`src/rtl/pipe_scroll.sv`:
```
// rtl/pipe_scroll.sv - scrolls pipe columns across the matrix, detects bird collision, counts pipes (optional PIPE_SCROLL_SCORE_EN)
module pipe_scroll #(
    parameter int COLS     = 8,
    parameter int ROWS     = 8,
    parameter int TICK     = 2560,
    parameter int BIRD_COL = 1
) (
    input  logic                 clock,
    input  logic                 reset,
    input  logic                 start,
    input  logic [ROWS-1:0]      newCol,
    input  logic [ROWS-1:0]      bird,
    output logic [COLS*ROWS-1:0] display,
    output logic                 shift,
    output logic                 lossDetect,
    output logic [7:0]           score
);

    localparam int CW = $clog2(TICK);
    localparam logic [CW-1:0] TICK_LAST = CW'(TICK - 1);

    typedef enum logic [1:0] {
        IDLE,
        RUN,
        LOST
    } state_t;

    state_t        state;
    state_t        next_state;
    logic [CW-1:0] counter;
    logic          hit;
    logic          tick_done;
    logic          step;
    logic          bird_col_lit;

    assign bird_col_lit = |display[BIRD_COL*ROWS +: ROWS];
    assign hit          = |(display[BIRD_COL*ROWS +: ROWS] & bird);
    assign tick_done    = (counter == TICK_LAST);
    // A collision on a tick edge wins: no scroll and no score on that edge.
    assign step         = (state == RUN) && !hit && tick_done;
    assign lossDetect   = (state == LOST);

    always_comb begin
        next_state = state;
        case (state)
            IDLE:    if (start) next_state = RUN;
            RUN:     if (hit)   next_state = LOST;
            LOST:    if (start) next_state = IDLE;
            default: next_state = IDLE;
        endcase
    end

    always_ff @(posedge clock) begin
        if (!reset) begin
            state   <= IDLE;
            display <= '0;
            counter <= '0;
            shift   <= 1'b0;
        end else begin
            state <= next_state;
            shift <= step;
            case (state)
                IDLE: begin
                    display <= '0;
                    counter <= '0;
                end
                RUN: begin
                    if (step) begin
                        counter <= '0;
                        display <= {newCol, display[COLS*ROWS-1:ROWS]};
                    end else if (!hit) begin
                        counter <= counter + 1'b1;
                    end
                end
                LOST: begin
                    if (start) begin
                        display <= '0;
                        counter <= '0;
                    end
                end
                default: begin
                    display <= '0;
                    counter <= '0;
                end
            endcase
        end
    end

`ifdef PIPE_SCROLL_SCORE_EN
    logic [7:0] score_q;

    always_ff @(posedge clock) begin
        if (!reset) begin
            score_q <= 8'd0;
        end else if (state == LOST && start) begin
            score_q <= 8'd0;
        end else if (step && bird_col_lit && score_q != 8'hFF) begin
            score_q <= score_q + 8'd1;
        end
    end

    assign score = score_q;
`else
    logic unused_score;
    assign unused_score = bird_col_lit;
    assign score        = 8'd0;
`endif

endmodule

```
`config.mk`:
```
export PLATFORM = sky130hd
export DESIGN_NAME = pipe_scroll
export DESIGN_NICKNAME = d
export VERILOG_FILES = /design/src/rtl/pipe_scroll.sv
export SDC_FILE = /design/constraint.sdc
export NUM_CORES = 1
export LEC_CHECK = 0
export ABC_AREA = 1
export BUFFER_PORTS_ARGS = -buffer_cell sky130_fd_sc_hd__buf_2
export CAP_MARGIN = 20
export CORE_MARGIN = 1
export CORE_UTILIZATION = 35
export DETAILED_ROUTE_END_ITERATION = 6
export GPL_TIMING_DRIVEN = 0
export PLACE_DENSITY = 0.62
export REMOVE_ABC_BUFFERS = 1
export SLEW_MARGIN = 30
export SYNTH_ARGS = -nofsm -noshare
export SYNTH_HDL_FRONTEND = slang
export SYNTH_SLANG_ARGS = --single-unit
```
`constraint.sdc`:
```
create_clock -name clock -period 4.3 [get_ports clock]
set_input_delay 0.86 -clock clock [delete_from_list [all_inputs] [get_ports clock]]
set_output_delay 0.86 -clock clock [all_outputs]
set_load 0.1 [all_outputs]
```
== Word level (Yosys, flattened, before mapping) ==
Cells that the tools add are included.
Widths: inputs -> output; s select.
Storage, ports and cells
  register bits after elaboration: 79
  word-level logic and storage cells: 33
Cells by class
  add/sub/neg operators: 1
  eq/ne operators: 8
  mux-type cells: 11
  bitwise gates (word level): 1
  reduce and logical (&&, ||, !) cells: 8
Operators by type and width (count)
  $mux 64: 2
  $pmux 64 s2: 1
  $mux 12: 3
  $pmux 12 s2: 1
  $add 12x1->12 const B: 1
  $eq 12x12->1 const B: 1
  $and 8x8->8: 1
  $ne 2x2->1 const B: 4
  $reduce_or 8->1: 1
  $mux 2: 3
  $pmux 2 s3: 1
  $reduce_and 2->1: 2
  $ne 3x3->1 const B: 1
  $reduce_and 3->1: 1
  $eq 2x1->1 const B: 1
  $eq 2x2->1 const B: 1
  $logic_and 1x1->1: 2
  $logic_not 2->1: 1
  $logic_not 1->1: 1

== Logic depth before layout (Yosys ltp) ==
Gate-level depths: netlist of run 1.
  word-level depth: 7
  mapped depth: 10

== Worst setup path before layout of run 1 ==
No wires, ideal clock.
  path type: flip-flop to flip-flop
  start: reg state[1]
  end: reg display[11]
  data arrival time: 2.864 ns
  data required time: 4.181 ns
  path slack: 1.317 ns
  cell stages (with the launch flop): 8
  path buffers: 2
  cell sequence: dfxtp_1 -> inv_1 -> nor2_1 -> nand2_1 -> clkbuf_1 -> clkbuf_1 -> a21oi_1 -> nor2_1
RTL lines
  from (decl): line 28  | state_t state;
  from (signal assigned): line 60  | state <= next_state;
  $eq 2x2->1 (*)
  net lossDetect: line 15  | output logic lossDetect,
  $ne 2x2->1 (no line)
  $reduce_and 2->1 (no line)
  to (signal assigned): line 70  | display <= {newCol, display[COLS*ROWS-1:ROWS]};
  to (decl): line 13  | output logic [COLS*ROWS-1:0] display,
Mark *: on every way through the listed nets, which the timed path passes. The rest lies on a longest branch.
A chain may end at the register's enable or synchronous reset.

== Worst setup path in the final report of run 1 ==
  start: reg state[1]
  end: out lossDetect
Between the ends
  word-level cells in the longest chain between the ends: 1
Ends and longest elaborated chain
  $eq 2x2->1: line 41  | assign lossDetect = (state == LOST);
  to (decl): line 15
Every way passes these cells.

==> flow_metrics.env, run 1 <==
export IMPL_outcome="completed"
export IMPL_antenna_found_initial=0
export IMPL_grt_start_max_net_pins=72
export IMPL_drt_iter0_markers=193
export IMPL_yosysWarnings=0
export IMPL_grt_pass1_vias=3276
export IMPL_startpoint="state[1]"
export IMPL_clk_latency_ns=0.34
export IMPL_cts_hold_buffers=0
export IMPL_path_max_fanout=3
export IMPL_synthCells=589
export IMPL_powerDensity_mw_per_mm2=528
export IMPL_die_y_um=107
export IMPL_die_x_um=107
export IMPL_skew_ns=0.0107
export IMPL_grt_overflow_total=0
export IMPL_rr_startpoint="counter[0]"
export IMPL_timing_final_crit_share=0.544
export IMPL_cts_resized=0
export IMPL_clockBufferDepth=2
export IMPL_wl_met3_um=524
export IMPL_slew_violations=0
export IMPL_clockRootBuffer="clkbuf_8"
export IMPL_rr_endpoint="counter[9]"
export IMPL_path_class="reg2out"
export IMPL_worstPathArrival_ns=1.48
export IMPL_post_route_util=0.439
export IMPL_cts_tree="done"
export IMPL_core_area_mm2=0.0105
export IMPL_fill_cells=1139
export IMPL_min_path_type="reg2reg"
export IMPL_fmax_ghz=0.428
export IMPL_nNetsFinal=670
export IMPL_placed_area_mm2=0.00439
export IMPL_max_slew_worst_pin_slew_ns=0.769
export IMPL_viasPerCell=4.73
export IMPL_wl_met1_um=4430
export IMPL_placementRows=37
export IMPL_hold_violations=0
export IMPL_portBuffers=84
export IMPL_crit_required_ns=3.44
export IMPL_routedWlPerCell_um=11.4
export IMPL_start_kind="flop"
export IMPL_synth_top_cell_area_share=0.413
export IMPL_clock_sinks=79
export IMPL_end_kind="primary output"
export IMPL_grt_first_pass_wirelength_um=15200
export IMPL_ir_drop_mv=0.221
export IMPL_endpoint="lossDetect"
export IMPL_synth_top_area_cell="dfxtp_1"
export IMPL_rsz0062_at_grt="no"
export IMPL_synth_area_top_cells="dfxtp_1 41%, nand2_1 17%, nor2_1 9.6%"
export IMPL_max_slew_margin=0.487
export IMPL_cts_inserted_buffers=9
export IMPL_min_period_ns=2.34
export IMPL_cap_violations=0
export IMPL_die_area_mm2=0.0114
export IMPL_antennaDiodeCount=0
export IMPL_hold_start="display[1]"
export IMPL_grt_total_usage=0.164
export IMPL_layout_drive_gt1_share=0.173
export IMPL_place_congestion=0.799
export IMPL_rrSetupSlack_ns=2.06
export IMPL_ys_ff_latch=79
export IMPL_htreeDepth=3
export IMPL_synth_cell_types=25
export IMPL_synth_area_per_cell_um2=6.50
export IMPL_hold_depth=2
export IMPL_wl_met2_um=3970
export IMPL_dpl_hpwl_um=5870
export IMPL_wl_um=9030
export IMPL_setup_viol=0
export IMPL_synthesis_area_mm2=0.00383
export IMPL_antenna_left=0
export IMPL_cts_setup_buffers=0
export IMPL_design_area_mm2=0.00459
export IMPL_seq_area_frac_synth=0.413
export IMPL_leakage_nw=2.33
export IMPL_clk_pin_slew_worst_paths_ns=0.08
export IMPL_ios=93
export IMPL_p_total_mw=2.42
export IMPL_maxUsedRoutingLayer="met4"
export IMPL_r2r_cells=9
export IMPL_area_growth_syn_to_layout_pct=19.9
export IMPL_initial_core_util=0.366
export IMPL_drc=0
export IMPL_vias=3734
export IMPL_dr_pass1_iters=4
-- cell type report --
| cell class | instances | area, µm² | share of cell area |
|---|---|---|---|
| timing repair buffer | 92 | 628 | 0.137 |
| multi-input combinational | 434 | 1880 | 0.410 |
| inverter | 34 | 128 | 0.0278 |
| sequential | 79 | 1580 | 0.345 |
| clock buffer | 12 | 155 | 0.0338 |
| clock inverter | 3 | 42.5 | 0.00927 |
| tap | 136 | 170 | 0.0371 |
-- cells by family (layout without fill, tap and decap cells) --
group | Yosys count | after routing | synth area share
compound gates | 67 | 67 | 0.0899
xor+xnor | 3 | 3 | 0.00687
fa+ha+maj | 1 | 1 | 0.00327
buf+inv | 83 | 141 | 0.108
flops | 79 | 79 | 0.413
other cells | 1 | 8 | 0.000980
simple gates | 355 | 355 | 0.378
-- sequential cells by signal (all words and copies together), names as in the netlist --
register and count:
state 2, shift 1, counter 12, display 64
-- per-stage QoR --
step | hold slack, ns | worst slack, ns | std cells | setup TNS [ns]
4_1_cts | 0.487 | 1.69 | 790 | 0
2_1_floorplan | 0.443 | -0.680 | 547 | -21.57
5_1_grt | 0.509 | 1.86 | 790 | 0
3_5_place_dp | 0.467 | 1.32 | 775 | 0
6_report | 0.481 | 1.96 | 790 | 0
3_3_place_gp | 0.455 | -2.50 | 767 | -124.53
-- Yosys cell counts --
| cell | n |
|---|---|
| buf_6 | 8 |
| a21boi_1 | 1 |
| clkbuf_1 | 16 |
| a21oi_1 | 62 |
| xor2_1 | 1 |
| nor2_2 | 2 |
| dfxtp_1 | 79 |
| nor2_4 | 1 |
| conb_1 | 1 |
| nor3_1 | 3 |
| ha_1 | 1 |
| buf_1 | 8 |
| buf_2 | 9 |
| o21ai_2 | 1 |
| nand4_1 | 2 |
| nor2_1 | 98 |
| nand3_1 | 70 |
| inv_1 | 34 |
| o21ai_0 | 2 |
| nand2_1 | 177 |
| nor4_1 | 1 |
| o21a_1 | 1 |
| nand2_2 | 1 |
| xnor2_1 | 2 |
| buf_4 | 8 |
-- routing by layer --
metal,track usage,vias up
li1,-,1961
met1,0.210,1649
met2,0.272,117
met3,0.0444,7
met4,0.0440,0
met5,0,-
-- how the worst min path moves through the flow --
stage                  end  slack (ns)
6_report        display[1]        0.48
5_1_grt         counter[1]        0.51
4_1_cts        counter[10]        0.49
3_5_place_dp    display[2]        0.47
3_3_place_gp    display[1]        0.45
2_1_floorplan  counter[10]        0.44
-- where the power goes --
part	switching (mW)	internal [mW]
clock	0.259	0.296
combinational	0.805	0.201
sequential	0.0534	0.806
-- worst max-delay path: stages, from the launching register on --
cell and delay [ns]:
dfxtp_1 0.40, inv_1 0.06, nor2_1 0.20, buf_2 0.48
-- placed cells by master (no fill, tap or decap) --
cell / Yosys / layout
clkbuf_8: 0 / 11
nor4_1: 1 / 1
buf_16: 0 / 6
o21ai_4: 0 / 1
conb_1: 1 / 8
a21oi_1: 62 / 62
buf_12: 0 / 2
xor2_1: 1 / 1
clkinv_2: 0 / 1
buf_4: 8 / 1
buf_2: 9 / 83
nor2_1: 98 / 98
nand3_1: 70 / 70
inv_1: 34 / 34
nor2_4: 1 / 2
xnor2_1: 2 / 2
ha_1: 1 / 1
a21boi_2: 0 / 1
nand4_1: 2 / 2
bufinv_16: 0 / 1
o21a_1: 1 / 1
nand2_4: 0 / 1
nor2_2: 2 / 1
clkinvlp_4: 0 / 1
dfxtp_1: 79 / 79
nand2_2: 1 / 1
nand2_1: 177 / 176
o21ai_0: 2 / 2
clkbuf_1: 16 / 1
nor3_1: 3 / 3
Note: power is estimated with default switching activity, not from simulation.
==> run 2, diff against run 1 <==
--- a/config.mk
+++ b/config.mk
@@ -12,7 +12,7 @@
 export CORE_UTILIZATION = 35
 export DETAILED_ROUTE_END_ITERATION = 6
 export GPL_TIMING_DRIVEN = 0
-export PLACE_DENSITY = 0.62
+export PLACE_DENSITY = 0.64
 export REMOVE_ABC_BUFFERS = 1
 export SLEW_MARGIN = 30
 export SYNTH_ARGS = -nofsm -noshare
==> constraint.sdc (replaced) <==
create_clock -name clock -period 1.95 [get_ports clock]
set_input_delay 0.39 -clock clock [delete_from_list [all_inputs] [get_ports clock]]
set_output_delay 0.39 -clock clock [all_outputs]
set_load 0.1 [all_outputs]
==> run 2 against run 1 <==
Cell count grew 2.2%. Total power grew 130%. Worst setup slack lost 1.8 ns. Worst hold slack lost 0.12 ns. Via count grew 2.1%. Global-route usage grew 0.75 points. Sequential power grew 120%. Critical path type unchanged. Largest power group unchanged.
==> flow_metrics.env, run 2 (synthesis results as in run 1) <==
export IMPL_outcome="completed"
export IMPL_layout_drive_gt1_share=0.203
export IMPL_cts_tree="done"
export IMPL_die_y_um=107
export IMPL_slew_violations=0
export IMPL_clock_sinks=79
export IMPL_grt_start_max_net_pins=72
export IMPL_netSwitchingFraction=0.449
export IMPL_initial_core_util=0.366
export IMPL_seqPwrFrac=0.337
export IMPL_power_frac_clock=0.245
export IMPL_hold_start="newCol[3]"
export IMPL_max_slew_worst_pin_slew_ns=0.786
export IMPL_dpl_hpwl_um=5780
export IMPL_antennaDiodeCount=0
export IMPL_path_max_fanout=3
export IMPL_clockBufferDepth=2
export IMPL_powerDensity_mw_per_mm2=1150
export IMPL_ir_drop_mv=0.490
export IMPL_viasPerCell=4.72
export IMPL_reg_largest_list="display x64, counter x12, state x2"
export IMPL_htreeDepth=3
export IMPL_rsz0062_at_grt="no"
export IMPL_rr_startpoint="counter[0]"
export IMPL_timing_final_crit_share=0.935
export IMPL_wl_um=10000
export IMPL_power_share_combinational=0.417
export IMPL_finalNonFillerCells=807
export IMPL_layout_common_cells="174 x nand2_1, 97 x nor2_1, 83 x buf_2"
export IMPL_nNetsFinal=686
export IMPL_drt_iter0_markers=191
export IMPL_grt_first_pass_wirelength_um=15600
export IMPL_cap_violations=0
export IMPL_die_x_um=107
export IMPL_leakage_nw=2.49
export IMPL_drc=0
export IMPL_antenna_found_initial=0
export IMPL_clockRootBuffer="clkbuf_8"
export IMPL_grt_overflow_total=0
export IMPL_p_total_mw=5.62
export IMPL_die_area_mm2=0.0114
export IMPL_setup_viol=0
export IMPL_cts_hold_buffers=0
export IMPL_placementRows=37
export IMPL_core_area_mm2=0.0105
export IMPL_min_period_ns=1.82
export IMPL_grt_total_usage=0.172
export IMPL_rrSetupSlack_ns=0.15
export IMPL_crit_required_ns=1.56
export IMPL_dr_pass1_iters=4
export IMPL_grt_pass1_vias=3270
export IMPL_clk_latency_ns=0.36
export IMPL_start_kind="flop"
export IMPL_ios=93
export IMPL_cts_inserted_buffers=9
export IMPL_hold_violations=0
export IMPL_dp_cells=775
export IMPL_final_common_cell="nand2_1"
export IMPL_clk_pin_slew_worst_paths_ns=0.08
export IMPL_vias=3812
export IMPL_routedWlPerCell_um=12.4
export IMPL_p_int_mw=3.10
export IMPL_startpoint="state[1]"
export IMPL_largest_reg_flops=64
export IMPL_path_class="reg2out"
export IMPL_area_growth_syn_to_layout_pct=28.0
export IMPL_end_kind="primary output"
export IMPL_power_switching_mw=2.52
export IMPL_place_congestion=0.860
export IMPL_portBuffers=84
export IMPL_skew_ns=0.0126
export IMPL_fmax_ghz=0.549
export IMPL_worstPathArrival_ns=1.43
export IMPL_max_slew_margin=0.476
export IMPL_antenna_left=0
export IMPL_top_register="display"
export IMPL_min_path_type="in2reg"
export IMPL_fill_cells=1062
==> run 2: cell type report <==
type	count	area [µm²]	share of cell area
Clock buffer	13	159	0.0324
Clock inverter	3	65.1	0.0133
Multi-Input combinational cell	435	1940	0.395
Inverter	34	128	0.0260
Timing Repair Buffer	107	856	0.175
Sequential cell	79	1590	0.324
Tap cell	136	170	0.0347
==> run 2: through the flow <==
| stage | worst slack (ns) | utilization | TNS (ns) | hold WS [ns] | instance area (µm²) |
|---|---|---|---|---|---|
| final | 0.128 | 0.468 | 0 | 0.359 | 4900 |
| after global placement | -4.82 | 0.398 | -307.11 | 0.456 | 4160 |
| after global routing | 0.0110 | 0.468 | 0 | 0.367 | 4900 |
| after detailed placement | -0.756 | 0.419 | -20.63 | 0.468 | 4390 |
| after floorplan | -3.03 | - | -203.43 | 0.443 | 3570 |
| after CTS | 0.00217 | 0.452 | 0 | 0.340 | 4730 |
==> run 2: metal layers <==
| metal | share of wire | vias to the layer above | GRT usage |
|---|---|---|---|
| li1 | - | 1998 | - |
| met1 | 0.49 | 1692 | 0.229 |
| met2 | 0.43 | 113 | 0.267 |
| met3 | 0.061 | 9 | 0.0419 |
| met4 | 0.013 | 0 | 0.0646 |
| met5 | 0 | - | 0 |
==> run 2: final timing paths <==
check,endpoint,cells after the start
worst max-delay path,lossDetect,3
worst min-delay path,display[59],5
worst max register to register,display[2],10
worst min register to register,counter[1],2
==> run 2: critical path, stage by stage (launching register included) <==
cell	delay (ns)
dfxtp_2	0.37
inv_1	0.07
nor2_4	0.18
buf_2	0.46
==> run 2: power by group through the flow <==
stage | sequential, mW | combinational, mW | clock, mW
floorplan | 3.03 | 0.687 | 0
global placement | 1.92 | 2.15 | 0
detailed placement | 1.93 | 2.22 | 0
CTS | 1.90 | 2.28 | 1.43
global route | 1.92 | 2.50 | 1.49
finish | 1.90 | 2.35 | 1.38
==> run 2: repair_timing <==
item | 4_1_cts | 5_1_grt
setup endpoints to repair | 76 | 61
pin swaps | 3 | 3
hold endpoints to repair | 0 | 0
buffers inserted | 5 | 5
cloned | 2 | 4
resized for setup | 8 | 9
